===== config.mk =====
export PLATFORM = sky130hd
export DESIGN_NAME = rfphoenix_icmiss_fsm_flat
export DESIGN_NICKNAME = d
export VERILOG_FILES = /design/src/rtl/rfphoenix_icmiss_fsm_if.sv /design/src/rtl/rfphoenix_icmiss_fsm.sv /design/src/flat_wrapper.sv
export SDC_FILE = /design/constraint.sdc
export NUM_CORES = 1
export LEC_CHECK = 0
export CORE_AREA = 2 2 497 499
export DETAILED_ROUTE_END_ITERATION = 16
export DIE_AREA = 0 0 499 501
export HOLD_SLACK_MARGIN = 0.03
export PLACE_DENSITY = 0.4
export SETUP_SLACK_MARGIN = 0.05
export SLEW_MARGIN = 5
export SYNTH_ARGS = -nofsm -noshare
export SYNTH_HDL_FRONTEND = slang
export SYNTH_SLANG_ARGS = --single-unit

===== constraint.sdc =====
create_clock -name clk -period 28.1 [get_ports clk]
set_input_delay 2.81 -clock clk [delete_from_list [all_inputs] [get_ports clk]]
set_output_delay 2.81 -clock clk [all_outputs]
set_load 0.005 [all_outputs]

===== src/rtl/rfphoenix_icmiss_fsm_if.sv =====
// Instruction-cache miss fill bus: miss request in, memory read channel,
// and the data/tag array write port. master = fill FSM, slave = environment.
interface rfphoenix_icmiss_fsm_if #(
   parameter int BEATS = 8,
   parameter int WAYS  = 4
);
   logic                     miss_i;
   logic [31:0]              miss_adr_i;
   logic                     mem_req_o;
   logic [31:0]              mem_adr_o;
   logic                     mem_ack_i;
   logic                     mem_rdy_i;
   logic [127:0]             mem_dat_i;
   logic                     mem_err_i;
   logic                     line_wr_o;
   logic [BEATS*128-1:0]     line_dat_o;
   logic [6:0]               line_ndx_o;
   logic                     tag_wr_o;
   logic [31:0]              tag_ipo_o;
   logic [$clog2(WAYS)-1:0]  way_o;
   logic                     busy_o;
   logic                     done_o;
   logic                     err_o;

   modport master (
      input  miss_i, miss_adr_i, mem_ack_i, mem_rdy_i, mem_dat_i, mem_err_i,
      output mem_req_o, mem_adr_o, line_wr_o, line_dat_o, line_ndx_o,
             tag_wr_o, tag_ipo_o, way_o, busy_o, done_o, err_o
   );

   modport slave (
      output miss_i, miss_adr_i, mem_ack_i, mem_rdy_i, mem_dat_i, mem_err_i,
      input  mem_req_o, mem_adr_o, line_wr_o, line_dat_o, line_ndx_o,
             tag_wr_o, tag_ipo_o, way_o, busy_o, done_o, err_o
   );
endinterface


===== src/rtl/rfphoenix_icmiss_fsm.sv =====
// I-cache miss handler: requests a 128-byte line, assembles BEATS data beats,
// writes line + tag into a round-robin victim way, or aborts on bus error.
module rfphoenix_icmiss_fsm #(
   parameter int BEATS = 8,
   parameter int WAYS  = 4
) (
   input  logic                    clk,
   input  logic                    rst,
   rfphoenix_icmiss_fsm_if.master  bus
);
   localparam int CW = $clog2(BEATS);
   localparam int WW = $clog2(WAYS);

   typedef enum logic [2:0] {IDLE, REQ, FILL, WRITE, DONE} state_t;

   state_t               state;
   logic [CW-1:0]        cnt;
   logic [WW-1:0]        victim;
   logic [31:0]          adr;
   logic [BEATS*128-1:0] line;

   always_ff @(posedge clk) begin
      if (rst) begin
         state         <= IDLE;
         cnt           <= '0;
         victim        <= '0;
         bus.mem_req_o <= 1'b0;
         bus.line_wr_o <= 1'b0;
         bus.tag_wr_o  <= 1'b0;
         bus.done_o    <= 1'b0;
         bus.err_o     <= 1'b0;
         bus.busy_o    <= 1'b0;
      end else begin
         bus.line_wr_o <= 1'b0;
         bus.tag_wr_o  <= 1'b0;
         bus.done_o    <= 1'b0;
         bus.err_o     <= 1'b0;
         case (state)
            IDLE: if (bus.miss_i) begin
               cnt           <= '0;
               state         <= REQ;
               bus.mem_req_o <= 1'b1;
               bus.busy_o    <= 1'b1;
            end
            REQ: if (bus.mem_err_i) begin
               state         <= IDLE;
               bus.mem_req_o <= 1'b0;
               bus.busy_o    <= 1'b0;
               bus.err_o     <= 1'b1;
            end else if (bus.mem_ack_i) begin
               state         <= FILL;
               bus.mem_req_o <= 1'b0;
            end
            // error wins over a coincident beat, which is then dropped
            FILL: if (bus.mem_err_i) begin
               state      <= IDLE;
               bus.busy_o <= 1'b0;
               bus.err_o  <= 1'b1;
            end else if (bus.mem_rdy_i) begin
               cnt <= cnt + 1'b1;
               if (cnt == CW'(BEATS-1)) begin
                  state         <= WRITE;
                  bus.line_wr_o <= 1'b1;
                  bus.tag_wr_o  <= 1'b1;
               end
            end
            WRITE: begin
               state      <= DONE;
               bus.done_o <= 1'b1;
            end
            DONE: begin
               state      <= IDLE;
               bus.busy_o <= 1'b0;
               victim     <= (victim == WW'(WAYS-1)) ? '0 : victim + 1'b1;
            end
            default: state <= IDLE;
         endcase
      end
   end

   // Address and line buffer carry no reset; contents only matter once filled.
   always_ff @(posedge clk) begin
      if (state == IDLE && bus.miss_i)
         adr <= bus.miss_adr_i & ~32'h7F;
      if (state == FILL && bus.mem_rdy_i && !bus.mem_err_i)
         line[{cnt, 7'd0} +: 128] <= bus.mem_dat_i;
   end

   assign bus.mem_adr_o  = adr;
   assign bus.tag_ipo_o  = adr;
   assign bus.line_ndx_o = adr[13:7];
   assign bus.way_o      = victim;
   assign bus.line_dat_o = line;
endmodule


===== src/flat_wrapper.sv =====
// flat-port wrapper written by rule: the top's interface ports become plain ports
module rfphoenix_icmiss_fsm_flat 
#(
   parameter int BEATS = 8,
   parameter int WAYS  = 4
)
  (clk, rst, bus_miss_i, bus_miss_adr_i, bus_mem_ack_i, bus_mem_rdy_i, bus_mem_dat_i, bus_mem_err_i, bus_mem_req_o, bus_mem_adr_o, bus_line_wr_o, bus_line_dat_o, bus_line_ndx_o, bus_tag_wr_o, bus_tag_ipo_o, bus_way_o, bus_busy_o, bus_done_o, bus_err_o);
  rfphoenix_icmiss_fsm_if #(.BEATS(BEATS), .WAYS(WAYS)) bus_i ();
  input  logic clk;
  input  logic rst;
  input wire logic [$bits(bus_i.miss_i)-1:0] bus_miss_i;
  input wire logic [$bits(bus_i.miss_adr_i)-1:0] bus_miss_adr_i;
  input wire logic [$bits(bus_i.mem_ack_i)-1:0] bus_mem_ack_i;
  input wire logic [$bits(bus_i.mem_rdy_i)-1:0] bus_mem_rdy_i;
  input wire logic [$bits(bus_i.mem_dat_i)-1:0] bus_mem_dat_i;
  input wire logic [$bits(bus_i.mem_err_i)-1:0] bus_mem_err_i;
  output wire logic [$bits(bus_i.mem_req_o)-1:0] bus_mem_req_o;
  output wire logic [$bits(bus_i.mem_adr_o)-1:0] bus_mem_adr_o;
  output wire logic [$bits(bus_i.line_wr_o)-1:0] bus_line_wr_o;
  output wire logic [$bits(bus_i.line_dat_o)-1:0] bus_line_dat_o;
  output wire logic [$bits(bus_i.line_ndx_o)-1:0] bus_line_ndx_o;
  output wire logic [$bits(bus_i.tag_wr_o)-1:0] bus_tag_wr_o;
  output wire logic [$bits(bus_i.tag_ipo_o)-1:0] bus_tag_ipo_o;
  output wire logic [$bits(bus_i.way_o)-1:0] bus_way_o;
  output wire logic [$bits(bus_i.busy_o)-1:0] bus_busy_o;
  output wire logic [$bits(bus_i.done_o)-1:0] bus_done_o;
  output wire logic [$bits(bus_i.err_o)-1:0] bus_err_o;
  assign bus_i.miss_i = bus_miss_i;
  assign bus_i.miss_adr_i = bus_miss_adr_i;
  assign bus_i.mem_ack_i = bus_mem_ack_i;
  assign bus_i.mem_rdy_i = bus_mem_rdy_i;
  assign bus_i.mem_dat_i = bus_mem_dat_i;
  assign bus_i.mem_err_i = bus_mem_err_i;
  assign bus_mem_req_o = bus_i.mem_req_o;
  assign bus_mem_adr_o = bus_i.mem_adr_o;
  assign bus_line_wr_o = bus_i.line_wr_o;
  assign bus_line_dat_o = bus_i.line_dat_o;
  assign bus_line_ndx_o = bus_i.line_ndx_o;
  assign bus_tag_wr_o = bus_i.tag_wr_o;
  assign bus_tag_ipo_o = bus_i.tag_ipo_o;
  assign bus_way_o = bus_i.way_o;
  assign bus_busy_o = bus_i.busy_o;
  assign bus_done_o = bus_i.done_o;
  assign bus_err_o = bus_i.err_o;
  rfphoenix_icmiss_fsm #(.BEATS(BEATS), .WAYS(WAYS)) u_core (.clk(clk), .rst(rst), .bus(bus_i));
endmodule

==> results of run 1 <==
## cells in the final DEF (no fill, tap or decap), types with 2 or more instances in the layout
master and count:
clkdlybuf4s50_1 1246, edfxtp_1 1049, and2_1 897, clkbuf_16 134, and3_1 129, buf_4 50
clkbuf_1 26, clkinv_1 25, clkinv_2 17, diode_2 14, conb_1 14, dfxtp_1 13
nor2_1 9, inv_6 9, and3_4 6, ha_1 5, nor2_4 4, nor3_1 4
clkinv_16 4, clkbuf_8 4, clkinvlp_4 4, inv_1 3, nand2_1 3, nor3b_1 3
nor2b_1 3, a22o_1 3, clkinv_8 3, nor3_4 2, nor3_2 2, mux2i_1 2
nand3b_1 2, bufinv_16 2
## synthesized netlist by cell type, types with 2 or more instances
| library cell | instances |
|---|---|
| inv_1 | 3 |
| nand3b_1 | 2 |
| and3_1 | 136 |
| dfxtp_1 | 13 |
| nor2b_1 | 3 |
| mux2i_1 | 2 |
| and2_1 | 897 |
| buf_4 | 51 |
| buf_6 | 2 |
| clkbuf_1 | 82 |
| nor3b_1 | 3 |
| nand2_1 | 3 |
| edfxtp_1 | 1049 |
| nor3_1 | 6 |
| a22o_1 | 3 |
| nor2_1 | 12 |
| ha_1 | 6 |
| buf_2 | 22 |
| nor3_4 | 2 |
| clkbuf_2 | 19 |
## stage by stage
stage                     cells  hold WS (ns)  util [%]  instance area (um2)  power [mW]
after floorplan            2351         0.484         -                39700        1.78
after global placement     6692         0.521      22.8                55800        1.85
after detailed placement   6692         0.504      22.8                55800        1.85
after CTS                  6922         0.516      24.4                59800        3.51
after global routing       6923         0.573      24.4                59800        3.57
final                      6936         0.506      24.4                59800        3.46
## critical path: stages
cell and delay (ns):
clkdlybuf4s50_1 0.47, and3b_1 0.48, nand2_1 0.16, nor3_2 0.87, buf_4 0.77, buf_4 0.70
## per-layer routing
layer | routed length, um | vias up | track usage [%]
met4 | 3850 | 28 | 3.50
li1 | - | 10800 | -
met5 | 163 | - | 0
met2 | 86500 | 1280 | 23.4
met3 | 20400 | 219 | 6.54
met1 | 73500 | 12300 | 16.9
## worst min-delay path by stage
stage | start | end
finish | u_core.bus.mem_req_o$_SDFFE_PP0P_ | u_core.bus.mem_req_o$_SDFFE_PP0P_
floorplan | u_core.bus.mem_req_o$_SDFFE_PP0P_ | u_core.bus.mem_req_o$_SDFFE_PP0P_
global route | u_core.bus.way_o[1]$_SDFFE_PP0P_ | u_core.bus.way_o[1]$_SDFFE_PP0P_
global placement | u_core.bus.mem_req_o$_SDFFE_PP0P_ | u_core.bus.mem_req_o$_SDFFE_PP0P_
CTS | u_core.bus.mem_req_o$_SDFFE_PP0P_ | u_core.bus.mem_req_o$_SDFFE_PP0P_
detailed placement | u_core.bus.mem_req_o$_SDFFE_PP0P_ | u_core.bus.mem_req_o$_SDFFE_PP0P_
## layout make-up
| type | instances | area (um2) | share of cell area (%) |
|---|---|---|---|
| Antenna cell | 14 | 35.0 | 0.0585 |
| Clock buffer | 164 | 3510 | 5.86 |
| Timing Repair Buffer | 1297 | 12900 | 21.5 |
| Clock inverter | 66 | 546 | 0.912 |
| Tap cell | 3220 | 4030 | 6.73 |
| Inverter | 4 | 15.0 | 0.0251 |
| Sequential cell | 1062 | 31800 | 53.1 |
| Multi-Input combinational cell | 1109 | 7100 | 11.9 |
## power by group through the flow
stage	clock network, mW	registers [mW]	logic (mW)
floorplan	0	1.76	0.0187
global placement	0	1.76	0.0920
detailed placement	0	1.76	0.0928
CTS	1.69	1.73	0.0931
global route	1.75	1.73	0.0953
finish	1.64	1.73	0.0891
## registers in the layout, summed over array words and instances (netlist names)
signal	cells
u_core.bus.err_o	1
u_core.bus.busy_o	1
u_core.state	3
u_core.cnt	3
u_core.bus.line_dat_o	1024
u_core.bus.tag_wr_o	1
u_core.bus.mem_adr_o	25
u_core.bus.done_o	1
u_core.bus.mem_req_o	1
u_core.bus.way_o	2
## logic make-up after synthesis
family	Yosys count	synth area share, %
adders and majority gates	6	0.189
AOI/OAI and AO/OA	8	0.155
and+or+nand+nor	1077	17.1
muxes	3	0.0789
DFF	1062	80.1
xor gates and xnor gates	1	0.0221
other	1	0.00945
buffers and inverters	180	2.35
==> flow_metrics.py, run 1 <==
metrics = {
    "outcome": {
        "outcome": "completed",
    },
    "setup_path": {
        "critPathLaunch": "bus_mem_err_i",
        "worstPathArrival_ns": 6.40,
        "r2r_start": "u_core.cnt[0]$_SDFFE_PP0P_",
        "ff2ff_path_depth": 10,
        "cp.required_ns": 28.50,
        "critPathKind": "in2reg",
        "rrSetupSlack_ns": 22.66,
        "cp_max_fo": 40,
        "startpoint_type": "input port",
        "critPathCapture": "u_core.bus.line_dat_o[480]$_DFFE_PP_",
        "r2r-end": "u_core.bus.line_dat_o[294]$_DFFE_PP_",
        "worstSetupEndpointType": "flop",
    },
    "sta": {
        "finalCriticalPeriod_ns": 6.00,
        "setup_tns_ns": 0,
        "hold_violations": 0,
        "rsz0062_at_grt": "no",
        "finalMaxSlewViolations": 0,
        "tightest_slew_ns": 1.13,
        "relSlewSlack_pct": 24.7,
        "setup_viol": 0,
        "finalCritPeriodShare_pct": 21.4,
        "setup_ws_ns": 22.10,
        "max_freq_mhz": 167,
        "clock_skew_ns": 0.0262,
    },
    "placed_design": {
        "pre_cts_slack_ns": 21.20,
        "dp_hpwl_um": 127000,
        "place_congestion": 0.818,
        "portBuffers": 1247,
    },
    "min_path": {
        "hp-class": "reg2reg",
        "hold_depth": 2,
    },
    "cts": {
        "clock_latency_ns": 0.79,
        "cts_tree": "yes",
        "h-tree-depth": 4,
        "cts.clk_slew.worst_paths_ns": 0.06,
        "clock-root-buffer": "clkbuf_16",
        "clock-sinks": 1062,
        "ctsHoldBuffers": 0,
        "post_cts_resized": 0,
        "cts_buffer_depth": 3,
        "cts_setup_buffers": 0,
        "cts_made_buffers": 133,
    },
    "grt": {
        "track_usage_pct": 14.3,
        "grt_overflow": 0,
        "grt_max_degree": 60,
        "antenna_found_initial": 53,
        "grt_pass1_vias": 25400,
        "grt_pass1_wl_um": 243000,
    },
    "drt": {
        "drc_errors": 0,
        "wl_per_cell_um": 26.6,
        "viasPerCell": 3.55,
        "wirelength_um": 184000,
        "first_pass_iters": 5,
        "routed-via-count": 24600,
        "drtIter0Drc": 1716,
        "ant_nets": 0,
    },
    "pwr": {
        "p_int_mw": 2.67,
        "power_frac_clock_pct": 47.4,
        "peakVddDrop_uv": 43.3,
        "p_seq_share_pct": 50.0,
        "swShare_pct": 22.7,
        "pwr-share-comb_pct": 2.6,
        "p_leak_nw": 18.9,
        "powerDensity_nw_per_um2": 57.7,
        "switchingPower_uw": 785,
    },
    "yosys": {
        "ys_types": 42,
        "synthArstFlopShare_pct": 0,
        "synthCells": 2338,
        "yosysTopAreaCell": "edfxtp_1",
        "synth_top_area_share_pct": 79.4,
        "synth_ff_type": "edfxtp_1",
        "syn_area_per_cell_um2": 17.0,
        "synth_area_leaders": "edfxtp_1 79%, and2_1 14%, and3_1 2.1%, buf_4 0.97%, clkbuf_1 0.78%",
        "yosys_warnings": 0,
        "synth-seq-cells": 1062,
        "synth_area_um2": 39700,
        "ys_seq_area_share_pct": 80.1,
        "synth_edf_count": 1049,
    },
    "cells_and_area": {
        "syn2layout_area_growth_pct": 50.9,
        "nets": 3779,
        "drive_above_1_share_pct": 6.97,
        "num-fill-cells": 25300,
    },
    "die": {
        "io_pins": 1269,
        "die_area_um2": 250000,
        "initial_core_util_pct": 16.2,
        "row_count": 182,
        "core-area_um2": 245000,
        "die_w_um": 499,
        "fp.dieH_um": 501,
    },
    "run": {
        "drv_cap": 0,
    },
}
(Power assumes the default switching activity.)
==> inputs of run 2 (changes only) <==
- CORE_AREA: 2 2 497 499 -> 2 2 489 491
- DIE_AREA: 0 0 499 501 -> 0 0 491 493
- clock period: 28.1 -> 6 ns (I/O delays scaled with it)
==> flow_metrics.py, run 2 (same netlist as run 1, synthesis figures left out) <==
metrics = {
    "grt": {
        "track_usage_pct": 14.7,
        "grt_pass1_vias": 25300,
        "grt_overflow": 0,
        "antenna_found_initial": 39,
        "grt_max_degree": 129,
        "grt_pass1_wl_um": 244000,
    },
    "cells_and_area": {
        "layout_common_cells": "1247 x clkdlybuf4s50_1, 1049 x edfxtp_1, 897 x and2_1",
        "layout_commonest_cell": "clkdlybuf4s50_1",
        "nets": 3788,
        "utilization_pct": 25.4,
        "syn2layout_area_growth_pct": 51.9,
        "largest_reg_flops": 1024,
        "fin_area_um2": 60200,
        "num-fill-cells": 24500,
        "drive_above_1_share_pct": 7.10,
    },
    "pwr": {
        "powerDensity_nw_per_um2": 270,
        "finalPower_mw": 16.3,
        "peakVddDrop_uv": 185,
        "p_leak_nw": 19.1,
    },
    "drt": {
        "top_layer_used": "met5",
        "routed-via-count": 24700,
        "route.met2.wl_um": 85400,
        "drt-met1-wl_um": 74600,
        "drtIter0Drc": 1900,
        "wl_per_cell_um": 26.6,
        "wirelength_um": 184000,
        "viasPerCell": 3.57,
        "drc_errors": 0,
        "wl_met3_um": 19300,
        "first_pass_iters": 5,
        "ant_nets": 0,
    },
    "cts": {
        "clock-sinks": 1062,
        "cts_tree": "yes",
        "clock_latency_ns": 0.76,
        "cts.clk_slew.worst_paths_ns": 0.06,
        "ctsHoldBuffers": 0,
        "post_cts_resized": 0,
        "cts_setup_buffers": 0,
        "h-tree-depth": 4,
        "clock-root-buffer": "clkbuf_16",
        "cts_made_buffers": 132,
        "cts_buffer_depth": 3,
    },
    "die": {
        "row_count": 179,
        "core-area_um2": 237000,
        "fp.dieH_um": 493,
        "initial_core_util_pct": 16.7,
        "die_w_um": 491,
        "io_pins": 1269,
        "die_area_um2": 242000,
    },
    "sta": {
        "clock_skew_ns": 0.0266,
        "max_freq_mhz": 270,
        "relSlewSlack_pct": 23.5,
        "rsz0062_at_grt": "no",
        "hold_violations": 0,
        "finalCritPeriodShare_pct": 61.8,
        "finalCriticalPeriod_ns": 3.71,
        "setup_ws_ns": 2.29,
        "setup_viol": 0,
        "setup_tns_ns": 0,
        "tightest_slew_ns": 1.15,
        "finalMaxSlewViolations": 0,
    },
    "run": {
        "drv_cap": 0,
    },
    "setup_path": {
        "worstPathArrival_ns": 4.15,
        "critPathKind": "reg2reg",
        "max_stage_delay_ns": 0.99,
        "cp_max_fo": 35,
        "cp.required_ns": 6.44,
        "cp_top_family": "simple AND/OR/NAND/NOR gates",
        "worstSetupEndpointType": "flop",
        "cp_slowest_cell": "and3_4",
        "cp_num_buf_inv": 2,
        "crit_path_cell_trace": "inv_2 > ha_1 > ha_2 > nor2_1 > and4_4 > and3_4 > buf_12",
        "startpoint_type": "flop",
    },
    "min_path": {
        "hp-class": "in2reg",
    },
    "placed_design": {
        "place_congestion": 0.825,
        "placed_area_um2": 56100,
        "portBuffers": 1247,
        "dp_hpwl_um": 128000,
        "pre_cts_slack_ns": 2.19,
    },
    "outcome": {
        "outcome": "completed",
    },
}
==> run 2: final timing paths <==
kind	end	slack (ns)	from	cells after the start
worst max-delay path	u_core.bus.line_dat_o[28]$_DFFE_PP_	2.29	u_core.cnt[0]$_SDFFE_PP0P_	7
worst min-delay path	u_core.bus.mem_adr_o[14]$_DFFE_PP_	0.39	bus_miss_adr_i[14]	1
worst max register to register	u_core.bus.line_dat_o[28]$_DFFE_PP_	2.29	u_core.cnt[0]$_SDFFE_PP0P_	7
worst min register to register	u_core.bus.mem_req_o$_SDFFE_PP0P_	0.51	u_core.bus.mem_req_o$_SDFFE_PP0P_	2
==> run 2: worst reg2reg max path, stage by stage (launching register included) <==
cell	delay [ns]
dfxtp_1	0.63
inv_2	0.13
ha_1	0.25
ha_2	0.35
nor2_1	0.11
and4_4	0.46
and3_4	0.99
buf_12	0.40
==> run 2: power by group <==
part	leakage [nW]	switching (mW)	internal (mW)	total (mW)
registers	7.67	0.0183	8.07	8.08
logic	9.42	0.251	0.173	0.424
clock network	2.01	3.38	4.37	7.75
==> run 2: routing by layer <==
metal / vias up / global-route usage (%)
met2: 1179 / 23.8
met5: - / 0
met4: 14 / 4.07
met3: 214 / 6.32
li1: 10800 / -
met1: 12500 / 17.8
==> run 2: per-stage QoR <==
| stage | hold WS [ns] | instances |
|---|---|---|
| 5_1_grt | 0.327 | 6888 |
| 4_1_cts | 0.298 | 6886 |
| 3_5_place_dp | 0.495 | 6649 |
| 6_report | 0.387 | 6911 |
| 2_1_floorplan | 0.484 | 2351 |
| 3_3_place_gp | 0.520 | 6648 |
==> run 2: cell type report <==
class	count	area, um2	share of cell area, %
clock buffer	159	3470	5.76
clock inverter	78	662	1.10
antenna	25	62.6	0.104
tap	3167	3960	6.58
inverter	4	15.0	0.0249
multi-input combinational	1109	7110	11.8
sequential	1062	31800	52.7
timing repair buffer	1307	13200	21.9
